### config.mk
export PLATFORM = sky130hd
export DESIGN_NAME = crc16_calc
export DESIGN_NICKNAME = d
export VERILOG_FILES = /design/src/rtl/crc16_calc.sv
export SDC_FILE = /design/constraint.sdc
export NUM_CORES = 1
export LEC_CHECK = 0
export BUFFER_PORTS_ARGS = -buffer_cell sky130_fd_sc_hd__buf_2
export CAP_MARGIN = 20
export CORE_ASPECT_RATIO = 0.75
export CORE_MARGIN = 10
export CORE_UTILIZATION = 59
export DETAILED_ROUTE_END_ITERATION = 6
export GPL_TIMING_DRIVEN = 0
export PLACE_DENSITY_LB_ADDON = 0.1
export SYNTH_ARGS = -nofsm -noshare
export SYNTH_HDL_FRONTEND = slang
export SYNTH_SLANG_ARGS = --single-unit
export TNS_END_PERCENT = 100
### constraint.sdc
create_clock -name clk50m -period 2.9 [get_ports clk50m]
set_input_delay 0.145 -clock clk50m [delete_from_list [all_inputs] [get_ports clk50m]]
set_output_delay 0.145 -clock clk50m [all_outputs]
set_load 0.01 [all_outputs]
### src/rtl/crc16_calc.sv
// Bit-serial CRC-16 generator: takes bytes over valid/ready, shifts each MSB-first
// through a 16-bit LFSR, and publishes the checksum with a one-cycle crc_rdy strobe.
module crc16_calc #(
  parameter logic [15:0] POLY   = 16'h1021,
  parameter logic [15:0] INIT   = 16'hFFFF,
  parameter logic [15:0] XOROUT = 16'h0000
) (
  input  logic        clk50m,
  input  logic        rst_n,
  input  logic        start,
  input  logic [7:0]  data_in,
  input  logic        data_valid,
  input  logic        data_last,
  output logic        data_ready,
  output logic        busy,
  output logic [15:0] crc_calc,
  output logic        crc_rdy
);

  localparam logic [1:0] S_IDLE      = 2'd0;
  localparam logic [1:0] S_WAIT_BYTE = 2'd1;
  localparam logic [1:0] S_SHIFT     = 2'd2;
  localparam logic [1:0] S_DONE      = 2'd3;

  logic [1:0]  state_q,  state_d;
  logic [15:0] lfsr_q,   lfsr_d;
  logic [7:0]  shreg_q,  shreg_d;
  logic [2:0]  bitcnt_q, bitcnt_d;
  logic        last_q,   last_d;
  logic [15:0] crc_q,    crc_d;
  logic        rdy_q,    rdy_d;

  logic        fb;
  logic [15:0] lfsr_step;

  assign fb        = lfsr_q[15] ^ shreg_q[7];
  assign lfsr_step = {lfsr_q[14:0], 1'b0} ^ (fb ? POLY : 16'h0000);

  always_comb begin
    // NOTE: every next-state signal gets its hold value first so no path leaves it unassigned (no latches).
    state_d  = state_q;
    lfsr_d   = lfsr_q;
    shreg_d  = shreg_q;
    bitcnt_d = bitcnt_q;
    last_d   = last_q;
    crc_d    = crc_q;
    rdy_d    = 1'b0;

    case (state_q)
      S_IDLE: begin
        if (start) begin
          lfsr_d  = INIT;
          state_d = S_WAIT_BYTE;
        end
      end
      S_WAIT_BYTE: begin
        if (data_valid) begin
          shreg_d  = data_in;
          last_d   = data_last;
          bitcnt_d = 3'd0;
          state_d  = S_SHIFT;
        end
      end
      S_SHIFT: begin
        lfsr_d   = lfsr_step;
        shreg_d  = {shreg_q[6:0], 1'b0};
        bitcnt_d = bitcnt_q + 3'd1;
        if (bitcnt_q == 3'd7) begin
          if (last_q) begin
            // Publish the value the LFSR takes on this edge, i.e. after the final bit.
            crc_d   = lfsr_step ^ XOROUT;
            rdy_d   = 1'b1;
            state_d = S_DONE;
          end else begin
            state_d = S_WAIT_BYTE;
          end
        end
      end
      S_DONE:  state_d = S_IDLE;
      default: state_d = S_IDLE;
    endcase
  end

  // NOTE: state registers use non-blocking assignments so all of them update together on the edge.
  always_ff @(posedge clk50m or negedge rst_n) begin
    if (!rst_n) begin
      state_q  <= S_IDLE;
      lfsr_q   <= INIT;
      shreg_q  <= 8'h00;
      bitcnt_q <= 3'd0;
      last_q   <= 1'b0;
      crc_q    <= 16'h0000;
      rdy_q    <= 1'b0;
    end else begin
      state_q  <= state_d;
      lfsr_q   <= lfsr_d;
      shreg_q  <= shreg_d;
      bitcnt_q <= bitcnt_d;
      last_q   <= last_d;
      crc_q    <= crc_d;
      rdy_q    <= rdy_d;
    end
  end

  assign data_ready = (state_q == S_WAIT_BYTE);
  assign busy       = (state_q != S_IDLE);
  assign crc_calc   = crc_q;
  assign crc_rdy    = rdy_q;

endmodule

==> impl_metrics.yaml <==
clocking:
  cts_sinks: 47
  post_cts_resized: 0
  clkSlewWorstSetupHoldPaths_ns: 0.09
  cts_tree: "done"
  root_buffer: "clkbuf_8"
  clk_latency_ns: 0.30
  cts_inserted_buffers: 5
  cts_buffer_depth: 2
  h-tree-depth: 2
  postCtsSetupBuffers: 0
timing:
  fin_skew_ns: 0.0121
  finalHoldViolations: 0
  max-slew-margin-rel: 0.655
  slew_viol_final: 0
  max_freq_mhz: 579
  setup_viol: 0
  min_period_over_period: 0.596
  finalSetupTns_ns: 0
  period_needed_ns: 1.73
  rsz0062_at_grt: "false"
  worst_pin_slew_ns: 0.516
synth:
  synth_top_family_by_area: "compound AO/OA/AOI/OAI gates"
  synth_top_area_cell: "dfrtp_1"
  synth_most_common_cell: "dfrtp_1"
  syn_area_per_cell_um2: 12.8
  ys_seq_area_frac: 0.588
  synth.net_count: 174
  synth_area_leaders: "dfrtp_1, dfstp_2, o22a_1, mux2_2, mux2_4"
  synth_compound_area_frac: 0.133
  netlist_instances: 159
  synth_common_cells: "dfrtp_1, dfstp_2, nand3_1"
  synth-warning-count: 0
  synth_simple_gate_area_share: 0.102
  synth_fa_ha_area_frac: 0.0123
  async_flop_share: 1.00
  syn_area_mm2: 0.00203
  ys.flop_type: "dfrtp_1"
  synth_edf_count: 0
  yosysTopAreaCellShare: 0.382
  synth_cell_types: 29
  yosys_register_bits: 47
  yosys-mux-area-fraction: 0.0972
  synthXorXnorAreaFrac: 0.0129
placed_design:
  dp_hpwl_um: 2990
  place_congestion: 0.793
  place_area_mm2: 0.00224
  port_buffers: 31
  dp.cells: 230
floorplan:
  core_area_mm2: 0.00331
  initial_utilization: 0.614
  io_pins: 32
  die_w_um: 87.8
  die_area_mm2: 0.00622
  die_h_um: 70.8
  rows: 18
layout:
  stdcell_count: 240
  finish.instance_area_mm2: 0.00237
  seq_area_mm2: 0.00120
  diodes: 0
  fill_cells: 259
  layout-drive-gt1-share: 0.410
  final_nets: 214
  area_growth_pct: 16.5
  post-route-util: 0.715
  multi_input_area_um2: 726
power:
  p_sw_uw: 849
  ir_drop_mv: 0.459
  intPower_uw: 1560
  p_comb_frac: 0.366
  cellLeakagePower_uw: 0.00115
  p_sw_frac: 0.353
  power_frac_clock: 0.177
  power.density_mw_per_mm2: 1020
  power_frac_seq: 0.458
global_route:
  grt_first_pass_wirelength_um: 7040
  grt_pass1_vias: 1478
  grt_max_degree: 48
  grtUsageTotal: 0.141
  antenna_found_initial: 0
  grt_overflow: 0
route:
  dr_total_vias: 1406
  routedWlPerCell_um: 17.5
  drc: 0
  via_per_inst: 5.86
  final_antenna_net_count: 0
  finalWirelength_um: 4200
  first_pass_iters: 5
  drt-initial-drc-count: 133
hold_path:
  hold_path_depth: 2
  min_path_type: "in -> reg"
critical_path:
  crit_type: "reg -> reg"
  arrival_ns: 1.91
  rr_worst_depth: 6
  cp_max_fo: 10
  worstPathRequired_ns: 3.09
  crit_path_start_kind: "flop"
  cp-end-kind: "flop"
run:
  maxCapViolCount: 0
run_status:
  status: "finished, final reports clean"
==> power by group through the flow <==
stage / clock [uW] / combinational, uW / sequential [uW]
2_1_floorplan: 0 / 571 / 1110
3_3_place_gp: 0 / 840 / 1090
3_5_place_dp: 0 / 880 / 1110
4_1_cts: 426 / 887 / 1100
5_1_grt: 468 / 975 / 1130
6_report: 424 / 879 / 1100
==> per-layer routing <==
layer | global-route usage | part of all wire | up-vias
met4 | 0.0353 | 0.0041 | 0
met2 | 0.219 | 0.49 | 35
met1 | 0.181 | 0.45 | 711
met3 | 0.0526 | 0.056 | 4
li1 | - | - | 656
met5 | 0 | 0 | -
==> flip-flops by register name, indices dropped and copies added (netlist names) <==
| signal | count |
|---|---|
| shreg_q | 8 |
| crc_calc | 16 |
| bitcnt_q | 3 |
| lfsr_q | 16 |
| last_q | 1 |
| state_q | 2 |
| crc_rdy | 1 |
==> layout make-up <==
cell class | instances | share of cell area
multi-input cells | 96 | 0.306
clock buffers | 8 | 0.0423
flip-flops and latches | 47 | 0.505
well taps | 40 | 0.0211
inverters | 3 | 0.00475
repair buffers | 33 | 0.0782
plain buffers | 13 | 0.0423
==> through the flow <==
stage | hold slack (ns) | setup WS (ns) | power [uW]
global placement | 0.352 | 1.24 | 1920
finish | 0.0721 | 1.17 | 2400
floorplan | -0.151 | 1.32 | 1680
CTS | 0.0481 | 1.16 | 2410
detailed placement | 0.368 | 1.19 | 1990
global route | 0.0555 | 1.09 | 2570
==> placed cells by master, fill, tap and decap left out, types with 3 or more instances in the layout <==
cell,instances
buf_2,36
dfrtp_1,31
dfstp_2,16
nand3_1,15
o22a_1,14
nand2_1,13
mux2_2,10
a32oi_1,7
clkbuf_8,7
nor2b_1,5
mux2_4,5
buf_6,4
nor2_1,4
o21ai_0,4
a21oi_1,4
inv_1,3
clkbuf_1,3
==> worst paths after layout <==
| kind | from | end | slack (ns) |
|---|---|---|---|
| setup / recovery | bitcnt_q[0] | crc_calc[6] | 1.17 |
| setup reg to reg | bitcnt_q[0] | crc_calc[6] | 1.17 |
| hold reg to reg | crc_calc[12] | crc_calc[12] | 0.49 |
| max in group asynchronous | rst_n | lfsr_q[8] | 2.14 |
| min in group asynchronous | rst_n | crc_calc[1] | 0.23 |
| hold / removal | data_last | last_q | 0.07 |
==> kinds of logic after synthesis <==
| group | after synthesis |
|---|---|
| compound gates | 35 |
| mux | 16 |
| fa+ha+maj | 2 |
| simple gates | 40 |
| flops | 47 |
| xor+xnor | 3 |
| buf+inv | 16 |
==> critical path, cell delays in order (launching register included) <==
cell      delay, ns
dfrtp_1        0.42
ha_1           0.22
ha_1           0.24
nand4b_4       0.11
buf_6          0.16
buf_8          0.15
mux2_4         0.30
==> repair_timing <==
item,in CTS,in global routing
hold buffers,0,1
endpoints found under the hold margin,0,31
endpoints found under the setup margin,0,0
Note: power is estimated with default switching activity, not from simulation.
